## config.mk

```make
export PLATFORM = sky130hd
export DESIGN_NAME = usb_crc16_gen_flat
export DESIGN_NICKNAME = d
export VERILOG_FILES = /design/src/rtl/usb_crc16_gen_if.sv /design/src/rtl/usb_crc16_gen.sv /design/src/flat_wrapper.sv
export SDC_FILE = /design/constraint.sdc
export NUM_CORES = 1
export LEC_CHECK = 0
export ABC_CLOCK_PERIOD_IN_PS = 1970
export BUFFER_PORTS_ARGS = -buffer_cell sky130_fd_sc_hd__buf_2
export CORE_ASPECT_RATIO = 0.9
export CORE_MARGIN = 10
export CORE_UTILIZATION = 55
export DETAILED_ROUTE_END_ITERATION = 8
export PLACE_DENSITY = 0.72
export SLEW_MARGIN = 0
export SYNTH_ARGS = -nofsm -noshare
export SYNTH_HDL_FRONTEND = slang
export SYNTH_SLANG_ARGS = --single-unit
export TNS_END_PERCENT = 100
```

## constraint.sdc

```tcl
create_clock -name clk -period 1.97 [get_ports clk]
set_input_delay 0.4925 -clock clk [delete_from_list [all_inputs] [get_ports clk]]
set_output_delay 0.4925 -clock clk [all_outputs]
set_load 0.02 [all_outputs]
```

## src/rtl/usb_crc16_gen_if.sv

```systemverilog
// Bus bundle for the USB transmit CRC-16 generator.
//
// Handshake semantics:
//   - d_valid qualifies d_in for exactly one cycle. Each high cycle is one payload bit.
//   - data_done marks the end of the payload. A bit presented in the same cycle is
//     still part of the payload.
//   - While crc_out_valid is high, crc_out holds the current CRC bit.
//   - tx_shift is the downstream acceptance of crc_out. crc_out advances only on a
//     cycle with tx_shift high and holds otherwise.
//   - crc_sent pulses for one cycle once the last of the 16 CRC bits has been accepted.
interface usb_crc16_gen_if;
    logic       init;
    logic       d_in;
    logic       d_valid;
    logic       data_done;
    logic       tx_shift;
    logic       crc_out;
    logic       crc_out_valid;
    logic       busy;
    logic       crc_sent;
    logic [1:0] dbg_state;

    modport master (
        output init, d_in, d_valid, data_done, tx_shift,
        input  crc_out, crc_out_valid, busy, crc_sent, dbg_state
    );

    modport slave (
        input  init, d_in, d_valid, data_done, tx_shift,
        output crc_out, crc_out_valid, busy, crc_sent, dbg_state
    );
endinterface

```

## src/rtl/usb_crc16_gen.sv

```systemverilog
// Transmit-side USB CRC-16 generator (x^16+x^15+x^2+1).
// The block accumulates payload bits serially into crc[0:15], with feedback taken
// from crc[15]. It then shifts the field out MSB (crc[15]) first, one bit per
// downstream tx_shift strobe.
// USB_MODE 0: zero seed, field sent as-is.
// USB_MODE 1: all-ones seed, field sent complemented.
module usb_crc16_gen #(
    parameter int USB_MODE = 0
) (
    input  logic           clk,
    input  logic           n_rst,
    usb_crc16_gen_if.slave bus
);

    typedef enum logic [1:0] {
        IDLE  = 2'd0,
        ACCUM = 2'd1,
        SEND  = 2'd2
    } state_t;

    localparam logic [15:0] SEED    = (USB_MODE != 0) ? 16'hFFFF : 16'h0000;
    localparam logic        OUT_INV = (USB_MODE != 0);

    state_t      state, state_nx;
    logic [15:0] crc, crc_nx;
    logic [3:0]  bit_cnt, bit_cnt_nx;
    logic        crc_sent_q, crc_sent_nx;
    logic        fb;

    assign fb = bus.d_in ^ crc[15];

    // Register all state; asynchronous reset returns the block to IDLE with a clear CRC.
    always_ff @(posedge clk or negedge n_rst) begin
        if (!n_rst) begin
            state      <= IDLE;
            crc        <= 16'h0000;
            bit_cnt    <= 4'd0;
            crc_sent_q <= 1'b0;
        end else begin
            state      <= state_nx;
            crc        <= crc_nx;
            bit_cnt    <= bit_cnt_nx;
            crc_sent_q <= crc_sent_nx;
        end
    end

    // Next-state and datapath. init overrides everything, including an in-flight SEND.
    always_comb begin
        state_nx    = state;
        crc_nx      = crc;
        bit_cnt_nx  = bit_cnt;
        crc_sent_nx = 1'b0;
        if (bus.init) begin
            state_nx   = ACCUM;
            crc_nx     = SEED;
            bit_cnt_nx = 4'd0;
        end else begin
            case (state)
                ACCUM: begin
                    // A bit presented with data_done is folded in before the append starts.
                    if (bus.d_valid) begin
                        crc_nx = {crc[14] ^ fb, crc[13:2], crc[1] ^ fb, crc[0], fb};
                    end
                    if (bus.data_done) begin
                        state_nx   = SEND;
                        bit_cnt_nx = 4'd0;
                    end
                end
                SEND: begin
                    if (bus.tx_shift) begin
                        crc_nx     = {crc[14:0], 1'b0};
                        bit_cnt_nx = bit_cnt + 4'd1;
                        if (bit_cnt == 4'd15) begin
                            state_nx    = IDLE;
                            crc_sent_nx = 1'b1;
                        end
                    end
                end
                default: begin
                    state_nx = IDLE;
                end
            endcase
        end
    end

    // Output decode: driven straight from the registers, so reset clears it immediately.
    always_comb begin
        bus.crc_out       = (state == SEND) ? (crc[15] ^ OUT_INV) : 1'b0;
        bus.crc_out_valid = (state == SEND);
        bus.busy          = (state != IDLE);
        bus.crc_sent      = crc_sent_q;
        bus.dbg_state     = state;
    end

endmodule

```

## src/flat_wrapper.sv

```systemverilog
// flat-port wrapper written by rule: the top's interface ports become plain ports
module usb_crc16_gen_flat 
#(
    parameter int USB_MODE = 0
)
  (clk, n_rst, bus_init, bus_d_in, bus_d_valid, bus_data_done, bus_tx_shift, bus_crc_out, bus_crc_out_valid, bus_busy, bus_crc_sent, bus_dbg_state);
  usb_crc16_gen_if bus_i ();
  input  logic clk;
  input  logic n_rst;
  input wire logic [$bits(bus_i.init)-1:0] bus_init;
  input wire logic [$bits(bus_i.d_in)-1:0] bus_d_in;
  input wire logic [$bits(bus_i.d_valid)-1:0] bus_d_valid;
  input wire logic [$bits(bus_i.data_done)-1:0] bus_data_done;
  input wire logic [$bits(bus_i.tx_shift)-1:0] bus_tx_shift;
  output wire logic [$bits(bus_i.crc_out)-1:0] bus_crc_out;
  output wire logic [$bits(bus_i.crc_out_valid)-1:0] bus_crc_out_valid;
  output wire logic [$bits(bus_i.busy)-1:0] bus_busy;
  output wire logic [$bits(bus_i.crc_sent)-1:0] bus_crc_sent;
  output wire logic [$bits(bus_i.dbg_state)-1:0] bus_dbg_state;
  assign bus_i.init = bus_init;
  assign bus_i.d_in = bus_d_in;
  assign bus_i.d_valid = bus_d_valid;
  assign bus_i.data_done = bus_data_done;
  assign bus_i.tx_shift = bus_tx_shift;
  assign bus_crc_out = bus_i.crc_out;
  assign bus_crc_out_valid = bus_i.crc_out_valid;
  assign bus_busy = bus_i.busy;
  assign bus_crc_sent = bus_i.crc_sent;
  assign bus_dbg_state = bus_i.dbg_state;
  usb_crc16_gen #(.USB_MODE(USB_MODE)) u_core (.clk(clk), .n_rst(n_rst), .bus(bus_i));
endmodule
```

Yosys cells after proc, flatten, opt, wreduce, memory -nomap -nowiden:

Cells that the tools add are included.

* flip-flop bits (word level): 23
* output and inout bits: 6
* word-level logic and storage cells: 38

* $add $sub $neg: 1
* eq/ne operators: 7
* multiplexer cells: 18
* bitwise gates (word level): 3
* reduce and logical (&&, ||, !) cells: 5

Operator list (number)
* 16-bit two-way mux: 3
* 16-bit one-hot mux with 2 select lines: 1
* 4-bit two-way mux: 3
* 3-bit inequality test, second input constant: 3
* 3-bit AND reduction: 3
* 2-bit two-way mux: 4
* 4-bit one-hot mux with 2 select lines: 1
* 1-bit two-way mux: 5
* 4-bit by 1-bit adder with 4-bit output, second input constant: 1
* 4-bit equality test, second input constant: 1
* 2-bit one-hot mux with 2 select lines: 1
* 3-bit by 2-bit inequality test with 1-bit output, second input constant: 1
* 3-bit nonzero test: 1
* 1-bit bitwise XOR: 3
* 2-bit by 1-bit equality test with 1-bit output, second input constant: 1
* 2-bit equality test, second input constant: 1
* 2-bit nonzero test: 1

Depth between registers and ports, before layout:

Gate-level depths: netlist of run 1.

* depth in word-level cells: 5
* depth in mapped cells: 7
* gate-level depth less buffers: 4

Worst setup path before layout of run 1:

No wires, ideal clock.

* kind: register -> register
* start point: register u_core.state[1] (netlist: u_core.bus.dbg_state[1])
* end point: register u_core.bit_cnt[3]
* arrival: 1.426 ns
* required time: 1.846 ns
* slack: 0.419 ns
* cell stages (with the launch flop): 6
* path buffers: 1
* cells stage by stage: dfrtp_1 > nor2b_1 > buf_4 > a221oi_2 > or4_1 > nand3_1

* word-level cells in the longest chain between the ends: 3

Ends and longest elaborated chain
* start: declaration: line usb_crc16_gen.sv:24 `state_t state, state_nx;`
* start signal: assignment: line usb_crc16_gen.sv:40 `state <= state_nx;`
* 2-bit equality test (*)
* via bus_crc_out_valid: line flat_wrapper.sv:16 `output wire logic [$bits(bus_i.crc_out_valid)-1:0] bus_crc_out_valid;`
* 3-bit inequality test (no source line), or another cell as far along
* 3-bit AND reduction (no source line) or 4-bit two-way mux (tied branches)
* end signal: assignment: line usb_crc16_gen.sv:42 `bit_cnt <= bit_cnt_nx;`
* end: declaration: line usb_crc16_gen.sv:26 `logic [3:0] bit_cnt, bit_cnt_nx;`

Mark *: on every way through the listed nets, which the timed path passes. The rest lies on a longest branch.
A chain may end at the register's enable or synchronous reset.

Worst setup path in the final report of run 1:

* start point: register u_core.state[0] (netlist: u_core.bus.dbg_state[0])
* end point: output bus_crc_out

* word-level cells in the longest chain between the ends: 2

Ends and longest elaborated chain
* 2-bit equality test: line usb_crc16_gen.sv:88 `bus.crc_out = (state == SEND) ? (crc[15] ^ OUT_INV) : 1'b0;`
* 1-bit two-way mux: line usb_crc16_gen.sv:88
* end: declaration: line flat_wrapper.sv:15 `output wire logic [$bits(bus_i.crc_out)-1:0] bus_crc_out;`

No other way between the ends.

==> results.sh, run 1 <==
export IMPL_hold_path_class="input port to asynchronous set/reset pin"
export IMPL_dp_slack_ns=0.116
export IMPL_power_density_mw_per_mm2=716
export IMPL_ys_types=29
export IMPL_synth_top_family_by_area="simple AND/OR/NAND/NOR gates"
export IMPL_synthesis_nets=117
export IMPL_hpwl_mm=1.45
export IMPL_setup_viol=0
export IMPL_grt_overflow=0
export IMPL_fin_setup_tns_ns=0
export IMPL_final_common_cell="nand2_1"
export IMPL_cp_arrival_ns=1.36
export IMPL_drc=0
export IMPL_core_mm2=0.00173
export IMPL_slew_viol_final=0
export IMPL_cts_setup_buffers=0
export IMPL_p_comb_share_pct=14.3
export IMPL_grt_setup_unrepaired="no"
export IMPL_synth_compound_area_share_pct=16.1
export IMPL_syn_area_mm2=0.00105
export IMPL_ys_warn_count=0
export IMPL_synth_simple_gate_area_share_pct=21.6
export IMPL_finish_utilization_pct=67.0
export IMPL_clk_pin_slew_ns=0.13
export IMPL_routedWlPerCell_um=13.8
export IMPL_avgViaCountPerCell=5.45
export IMPL_intPower_uw=602
export IMPL_synthTopCellsByArea="dfrtp_1 55%, nand2_1 11%, a21oi_1 6.7%"
export IMPL_ctsHoldBuffers=0
export IMPL_ant_nets=0
export IMPL_finClkSkew_ns=0.0114
export IMPL_switchingPower_uw=229
export IMPL_muxShareOfSynthArea_pct=0
export IMPL_power_frac_clock_pct=26.3
export IMPL_dr_pass1_iters=5
export IMPL_synth_xor_area_share_pct=2.50
export IMPL_final_cell_mix="31 x nand2_1, 23 x dfrtp_1, 14 x a21oi_1, 12 x buf_2, 6 x nor2_1"
export IMPL_period_share_pct=94.1
export IMPL_rows=14
export IMPL_layout_setup_ws_ns=0.116
export IMPL_numCtsBuffers=3
export IMPL_stdcell_count=146
export IMPL_syn_to_final_growth_pct=10.6
export IMPL_end_kind="output port"
export IMPL_fin_hold_ws_ns=0.112
export IMPL_ir_drop_mv=0.516
export IMPL_gp_congestion=0.790
export IMPL_multi_input_area_um2=442
export IMPL_drtIter0Drc=34
export IMPL_worst_path_max_fanout=8
export IMPL_grt_pass1_wl_mm=3.30
export IMPL_antennaDiodeCount=0
export IMPL_hold_viol_final=0
export IMPL_pin_count=13
export IMPL_worst_slew_pin_slew_ns=0.489
export IMPL_dr_total_vias=796
export IMPL_syn_area_per_cell_um2=9.63
export IMPL_cts_tree="done"
export IMPL_ys_seq_area_share_pct=54.8
export IMPL_synth_top_cell_area_share_pct=54.8
export IMPL_run_status="completed"
export IMPL_yosysTopAreaCell="dfrtp_1"
export IMPL_antenna_found_initial=0
export IMPL_fmax_ghz=0.540
export IMPL_cp_required_ns=1.48
export IMPL_io_buffers=12
export IMPL_grt_pass1_vias=738
export IMPL_max_cap_viol_count=0
export IMPL_die_w_um=66.1
export IMPL_p_sw_share_pct=27.5
export IMPL_drive_above_1_share_pct=22.1
export IMPL_ys_ff_latch=23
export IMPL_initial_utilization_pct=60.5
export IMPL_leakage_nw=0.528
export IMPL_cts_max_level=1
export IMPL_start_kind="flip-flop"
export IMPL_r2r_cells=5
export IMPL_dp_cells=142
export IMPL_fillerInstances=141
export IMPL_die_h_um=61.4
export IMPL_cts_path_max_buffers=2
export IMPL_nets=131
export IMPL_min_period_ns=1.85
export IMPL_seq_area_um2=576
export IMPL_worstSetupPathType="flip-flop to output port"
export IMPL_p_seq_share_pct=59.4
export IMPL_cts_sinks=23
export IMPL_cts_root_buf="clkbuf_4"
export IMPL_wirelength_mm=2.01
export IMPL_clock_latency_ns=0.32
export IMPL_grt_use_total_pct=10.5
export IMPL_grt_max_degree=24
export IMPL_fp_dieArea_mm2=0.00406
export IMPL_netlist_instances=109
export IMPL_synthAdderAreaFrac_pct=1.19
export IMPL_slew_limit_headroom_pct=67.4
path summary, 6_finish.rpt:
path,start,to,slack [ns]
worst max-delay path,u_core.bus.dbg_state[0],bus_crc_out,0.12
worst min-delay path,n_rst,u_core.bit_cnt[3],0.11
worst max register to register,u_core.bus.dbg_state[0],u_core.crc[13],0.37
worst min register to register,u_core.crc[13],u_core.crc[14],0.53
max in group asynchronous,n_rst,u_core.crc[12],1.52
min in group clk,bus_init,u_core.bus.crc_sent,0.46
logic make-up after synthesis:
kind of cell / count (synthesis)
buf+inv: 7
xor+xnor: 3
compound gates: 25
simple gates: 50
flops: 23
fa+ha+maj: 1
critical path: stages, from the launching register on:
cell	delay, ns
dfrtp_1	0.46
nor2b_4	0.25
and2_1	0.17
buf_2	0.16
final cells by class:
type,count,share of cell area (%)
inverters,1,0.323
clock buffers,3,1.94
multi-input cells,79,38.0
clock inverters,1,0.431
flip-flops and latches,23,49.6
well taps,24,2.59
repair buffers,15,7.11
synthesized netlist by cell type:
cell,n
or4_1,1
ha_1,1
a211oi_2,2
nand4_1,1
or2_2,1
or3b_4,1
nor2_1,6
nor3_1,1
o21ai_0,3
a21o_1,2
and2_1,1
buf_6,1
nor2b_1,2
nand2_1,31
buf_4,1
a22oi_1,1
a22oi_2,1
clkbuf_1,1
buf_1,1
inv_1,1
xnor2_1,3
a221oi_2,1
a21oi_1,14
nand3b_1,1
buf_2,2
a22o_1,1
nand3_1,3
dfrtp_1,23
and2b_4,1
power by group through the flow:
| stage | registers [mW] | logic (mW) | clock network (mW) |
|---|---|---|---|
| after floorplan | 0.503 | 0.0780 | 0 |
| after global placement | 0.501 | 0.115 | 0 |
| after detailed placement | 0.502 | 0.119 | 0 |
| after CTS | 0.493 | 0.120 | 0.227 |
| after global routing | 0.496 | 0.130 | 0.247 |
| final | 0.493 | 0.119 | 0.219 |
per-stage QoR:
| stage | area [µm²] | power [mW] |
|---|---|---|
| floorplan | 1050 | 0.581 |
| global placement | 1130 | 0.615 |
| detailed placement | 1130 | 0.620 |
| CTS | 1160 | 0.840 |
| global route | 1160 | 0.873 |
| finish | 1160 | 0.831 |
registers in the layout, indices dropped and copies added (netlist names):
| register | count |
|---|---|
| u_core.bus.crc_sent | 1 |
| u_core.crc | 16 |
| u_core.bus.dbg_state | 2 |
| u_core.bit_cnt | 4 |
repair_timing:
| action | in CTS | in global routing |
|---|---|---|
| resized for setup | 1 | 1 |
| endpoints found under the hold margin | 0 | 0 |
| endpoints found under the setup margin | 2 | 1 |
routing by layer:
metal / global-route usage [%] / share of wire, %
met1: 11.8 / 43
met5: 0 / 0
met4: 3.58 / 0.95
met3: 4.90 / 8.2
met2: 17.4 / 48
No activity file was read; power rests on OpenSTA's default activity.
==> run 2: changes to the inputs <==
--- a/config.mk
+++ b/config.mk
@@ -7,7 +7,7 @@
 export LEC_CHECK = 0
 export ABC_CLOCK_PERIOD_IN_PS = 1970
 export BUFFER_PORTS_ARGS = -buffer_cell sky130_fd_sc_hd__buf_2
-export CORE_ASPECT_RATIO = 0.9
+export CORE_ASPECT_RATIO = 0.7
 export CORE_MARGIN = 10
 export CORE_UTILIZATION = 55
 export DETAILED_ROUTE_END_ITERATION = 8
==> run 2 against run 1 <==
Compared with the run above:
- wire length is 3.4% lower
- critical path depth up 1
- core utilization down 4.3 points
- total power is 1.6% lower
- combinational power is 4% lower
- count of clock-buffer cells in the layout unchanged
- maximum frequency up 1.7%
==> results.sh, run 2 (synthesized netlist as in run 1, its figures left out) <==
export IMPL_wl_met3_um=108
export IMPL_power_uw=818
export IMPL_worstSetupPathType="flip-flop to output port"
export IMPL_drive_above_1_share_pct=21.3
export IMPL_largest_reg_flops=16
export IMPL_run_status="completed"
export IMPL_intPower_uw=600
export IMPL_cts_path_max_buffers=2
export IMPL_gp_congestion=0.786
export IMPL_worst_slew_pin_slew_ns=0.643
export IMPL_hold_path_class="input port to asynchronous set/reset pin"
export IMPL_switchingPower_uw=219
export IMPL_antenna_found_initial=0
export IMPL_grt_overflow=0
export IMPL_cts_sinks=23
export IMPL_rrSetupSlack_ns=0.26
export IMPL_dr_total_vias=773
export IMPL_p_sw_share_pct=26.7
export IMPL_r2r_cells=5
export IMPL_hpwl_mm=1.39
export IMPL_drc=0
export IMPL_cts_setup_buffers=0
export IMPL_period_share_pct=92.5
export IMPL_min_period_ns=1.82
export IMPL_clk_pin_slew_ns=0.12
export IMPL_rr_endpoint="u_core.crc[15]"
export IMPL_fmax_ghz=0.549
export IMPL_grt_pass1_wl_mm=3.34
export IMPL_routed_wl_met2_um=844
export IMPL_slew_viol_final=0
export IMPL_hold_viol_final=0
export IMPL_grt_pass1_vias=723
export IMPL_end_kind="output port"
export IMPL_cp_arrival_ns=1.33
export IMPL_cts_root_buf="clkbuf_4"
export IMPL_grt_setup_unrepaired="no"
export IMPL_start_kind="flip-flop"
export IMPL_grt_use_total_pct=9.95
export IMPL_ant_nets=0
export IMPL_routedWlPerCell_um=13.5
export IMPL_ctsHoldBuffers=0
export IMPL_cts_resized=0
export IMPL_fp_dieArea_mm2=0.00408
export IMPL_nets=131
export IMPL_final_cell_mix="31 x nand2_1, 23 x dfrtp_1, 14 x a21oi_1, 12 x buf_2, 6 x nor2_1"
export IMPL_ir_drop_mv=0.371
export IMPL_avgViaCountPerCell=5.37
export IMPL_die_h_um=56.6
export IMPL_power_frac_clock_pct=26.0
export IMPL_syn_to_final_growth_pct=9.65
export IMPL_cp_startpoint="u_core.bus.dbg_state[1]"
export IMPL_drtIter0Drc=60
export IMPL_cts_max_level=1
export IMPL_fin_setup_tns_ns=0
export IMPL_cts_tree="done"
export IMPL_antennaDiodeCount=0
export IMPL_p_comb_share_pct=14.0
export IMPL_wl_met1_um=975
export IMPL_die_w_um=72.2
export IMPL_final_common_cell="nand2_1"
export IMPL_grt_max_degree=24
export IMPL_setup_viol=0
export IMPL_rows=13
export IMPL_cp_required_ns=1.48
export IMPL_io_buffers=12
export IMPL_core_mm2=0.00184
export IMPL_top_layer_used="met4"
export IMPL_fillerInstances=170
export IMPL_p_seq_share_pct=60.1
export IMPL_worst_path_max_fanout=8
export IMPL_clock_latency_ns=0.31
export IMPL_pin_count=13
export IMPL_slew_limit_headroom_pct=57.1
export IMPL_finClkSkew_ns=0.00183
export IMPL_max_flop_register="u_core.crc"
export IMPL_dr_pass1_iters=4
export IMPL_leakage_nw=0.527
export IMPL_wirelength_mm=1.94
export IMPL_max_cap_viol_count=0
export IMPL_initial_utilization_pct=57.1
export IMPL_numCtsBuffers=3
export IMPL_timing_rr_start="u_core.bus.dbg_state[0]"
export IMPL_power_density_mw_per_mm2=711
[run 2: changes by cell type in the layout (fill, tap and decap cells not counted)]
cell and change:
nor2b_1 +1, nor2b_4 -1
[run 2: worst max path at each step]
stage | endpoint | slack, ns | cells after the start
2_1_floorplan | u_core.bit_cnt[3] | 0.42 | 5
3_3_place_gp | u_core.bit_cnt[3] | 0.34 | 4
3_5_place_dp | u_core.crc[15] | 0.28 | 5
4_1_cts | bus_crc_out | 0.12 | 4
5_1_grt | bus_crc_out | 0.05 | 4
6_report | bus_crc_out | 0.15 | 4
[run 2: worst max-delay path, stage by stage, from the launching register on]
cell and delay [ns]:
dfrtp_1 0.42, nor2b_1 0.14, buf_4 0.16, and2_1 0.15, buf_2 0.15
[run 2: metal layers]
layer | vias up | global-route usage (%)
li1 | 391 | -
met5 | - | 0
met1 | 364 | 13.3
met2 | 16 | 13.9
met3 | 2 | 4.56
met4 | 0 | 2.48
[run 2: through the flow]
stage | instance area (µm²) | instances | utilization (%) | hold WS, ns | setup WS [ns]
detailed placement | 1120 | 140 | 61.1 | 0.491 | 0.285
global placement | 1120 | 140 | 61.1 | 0.484 | 0.345
global route | 1150 | 144 | 62.6 | 0.141 | 0.0520
CTS | 1150 | 144 | 62.6 | 0.130 | 0.117
finish | 1150 | 144 | 62.6 | 0.131 | 0.148
floorplan | 1050 | 109 | - | 0.197 | 0.419
[run 2: power groups by stage]
stage / Clock (mW) / Sequential, mW / Combinational (mW)
after global routing: 0.238 / 0.494 / 0.127
final: 0.212 / 0.492 / 0.114
after CTS: 0.228 / 0.492 / 0.116
after floorplan: 0 / 0.503 / 0.0780
after global placement: 0 / 0.501 / 0.113
after detailed placement: 0 / 0.501 / 0.116
[run 2: final cells by class]
cell class / count / area (µm²) / area share [%]
clock buffers: 3 / 22.5 / 1.96
clock inverters: 1 / 5.00 / 0.435
inverters: 1 / 3.75 / 0.326
multi-input cells: 79 / 434 / 37.7
flip-flops and latches: 23 / 576 / 50.0
well taps: 22 / 27.5 / 2.39
repair buffers: 15 / 82.6 / 7.17
==> run 3: changes to the inputs <==
--- a/config.mk
+++ b/config.mk
@@ -11,7 +11,7 @@
 export CORE_MARGIN = 10
 export CORE_UTILIZATION = 55
 export DETAILED_ROUTE_END_ITERATION = 8
-export PLACE_DENSITY = 0.72
+export PLACE_DENSITY = 0.77
 export SLEW_MARGIN = 0
 export SYNTH_ARGS = -nofsm -noshare
 export SYNTH_HDL_FRONTEND = slang
==> run 3 against run 2 <==
Compared with the run above:
- first-iteration DRC count up 37%
- worst hold slack worse by 0.017 ns
- die area stayed put
- critical endpoint unchanged
- total power grew 1.5%
- count of clock-buffer cells in the layout stayed put
- core utilization stayed put
- cell count is the same
- critical path type unchanged
==> results.sh, run 3 (synthesized netlist as in run 1, its figures left out) <==
export IMPL_die_w_um=72.2
export IMPL_nets=131
export IMPL_timing_rr_start="u_core.bus.dbg_state[0]"
export IMPL_power_density_mw_per_mm2=721
export IMPL_io_buffers=12
export IMPL_cts_max_level=1
export IMPL_intPower_uw=600
export IMPL_dr_total_vias=808
export IMPL_final_cell_mix="31 x nand2_1, 23 x dfrtp_1, 14 x a21oi_1, 12 x buf_2, 6 x nor2_1"
export IMPL_syn_to_final_growth_pct=9.65
export IMPL_dp_slack_ns=0.259
export IMPL_switchingPower_uw=231
export IMPL_critPathSlowestCell="dfrtp_1"
export IMPL_min_period_ns=1.84
export IMPL_grt_pass1_wl_mm=3.45
export IMPL_drive_above_1_share_pct=21.3
export IMPL_stdcell_count=144
export IMPL_p_sw_share_pct=27.8
export IMPL_largest_reg_flops=16
export IMPL_cts_resized=0
export IMPL_setup_viol=0
export IMPL_max_cap_viol_count=0
export IMPL_r2r_cells=5
export IMPL_worst_path_max_fanout=8
export IMPL_place_area_mm2=0.00112
export IMPL_grt_use_total_pct=10.4
export IMPL_fin_setup_tns_ns=0
export IMPL_worst_slew_pin_slew_ns=0.616
export IMPL_ir_drop_mv=0.462
export IMPL_crit_chain="nor2b_1 -> buf_4 -> and2_1 -> buf_2"
export IMPL_cts_sinks=23
export IMPL_slew_limit_headroom_pct=58.9
export IMPL_wirelength_mm=2.04
export IMPL_rr_endpoint="u_core.crc[15]"
export IMPL_drc=0
export IMPL_grt_setup_unrepaired="no"
export IMPL_pin_count=13
export IMPL_numCtsBuffers=3
export IMPL_end_kind="output port"
export IMPL_max_flop_register="u_core.crc"
export IMPL_final_common_cell="nand2_1"
export IMPL_p_comb_share_pct=13.7
export IMPL_p_seq_share_pct=59.3
export IMPL_grt_pass1_vias=801
export IMPL_core_mm2=0.00184
export IMPL_cp_required_ns=1.48
export IMPL_grt_overflow=0
export IMPL_clock_latency_ns=0.32
export IMPL_routedWlPerCell_um=14.2
export IMPL_clk_pin_slew_ns=0.13
export IMPL_rows=13
export IMPL_cts_tree="done"
export IMPL_cts_setup_buffers=0
export IMPL_cts_root_buf="clkbuf_4"
export IMPL_period_share_pct=93.4
export IMPL_hold_path_class="input port to asynchronous set/reset pin"
export IMPL_antenna_found_initial=0
export IMPL_rrSetupSlack_ns=0.30
export IMPL_layout_setup_ws_ns=0.130
export IMPL_cts_path_max_buffers=2
export IMPL_avgViaCountPerCell=5.61
export IMPL_dr_pass1_iters=4
export IMPL_run_status="completed"
export IMPL_hold_viol_final=0
export IMPL_gp_congestion=0.877
export IMPL_antennaDiodeCount=0
export IMPL_ant_nets=0
export IMPL_die_h_um=56.6
export IMPL_power_uw=831
export IMPL_dp_cells=140
export IMPL_hpwl_mm=1.48
export IMPL_finClkSkew_ns=0.00703
export IMPL_finalInstanceArea_mm2=0.00115
export IMPL_fp_dieArea_mm2=0.00408
export IMPL_cpPeakStageDelay_ns=0.43
export IMPL_worstSetupPathType="flip-flop to output port"
export IMPL_cp_arrival_ns=1.35
export IMPL_start_kind="flip-flop"
export IMPL_fmax_ghz=0.544
export IMPL_drtIter0Drc=82
export IMPL_grt_max_degree=24
export IMPL_ctsHoldBuffers=0
export IMPL_initial_utilization_pct=57.1
export IMPL_power_frac_clock_pct=27.0
export IMPL_leakage_nw=0.527
export IMPL_slew_viol_final=0
==> run 3: cell counts in the layout (fill, tap and decap cells not counted) <==
Identical to the previous run, type by type.
==> run 3: cell type report <==
type                       count  area (µm²)
fill                         161         687
sequential                    23         576
multi-input combinational     79         434
timing repair buffer          15        82.6
tap                           22        27.5
clock buffer                   3        22.5
clock inverter                 1        5.00
inverter                       1        3.75
==> run 3: worst max path at each step <==
stage / startpoint / end / cells after the start
3_5_place_dp: bus_init / u_core.bit_cnt[3] / 4
4_1_cts: u_core.bus.dbg_state[1] / bus_crc_out / 4
6_report: u_core.bus.dbg_state[1] / bus_crc_out / 4
2_1_floorplan: u_core.bus.dbg_state[1] / u_core.bit_cnt[3] / 5
3_3_place_gp: bus_init / u_core.bit_cnt[3] / 4
5_1_grt: u_core.bus.dbg_state[0] / bus_crc_out / 4
==> run 3: layer usage <==
metal | wire length [µm] | global-route usage [%]
met1 | 882 | 11.5
met2 | 986 | 16.6
met3 | 158 | 6.14
met4 | 12 | 2.48
met5 | 0 | 0
==> run 3: power by group through the flow <==
stage               Sequential, mW  Combinational, mW  Clock, mW
CTS                          0.493              0.116      0.235
global route                 0.494              0.127      0.252
finish                       0.492              0.114      0.224
detailed placement           0.502              0.116          0
global placement             0.500              0.112          0
floorplan                    0.503             0.0780          0
==> run 3: metrics by stage <==
step,utilization (%),hold slack (ns)
3_3_place_gp,61.1,0.480
5_1_grt,62.6,0.139
3_5_place_dp,61.1,0.495
6_report,62.6,0.114
2_1_floorplan,-,0.197
4_1_cts,62.6,0.127
==> run 3: worst max-delay path: cells and delay by family (launching register included) <==
family / cells / cell delay (ns)
DFF: 1 / 0.43
buffers and inverters: 2 / 0.31
and+or+nand+nor: 2 / 0.29
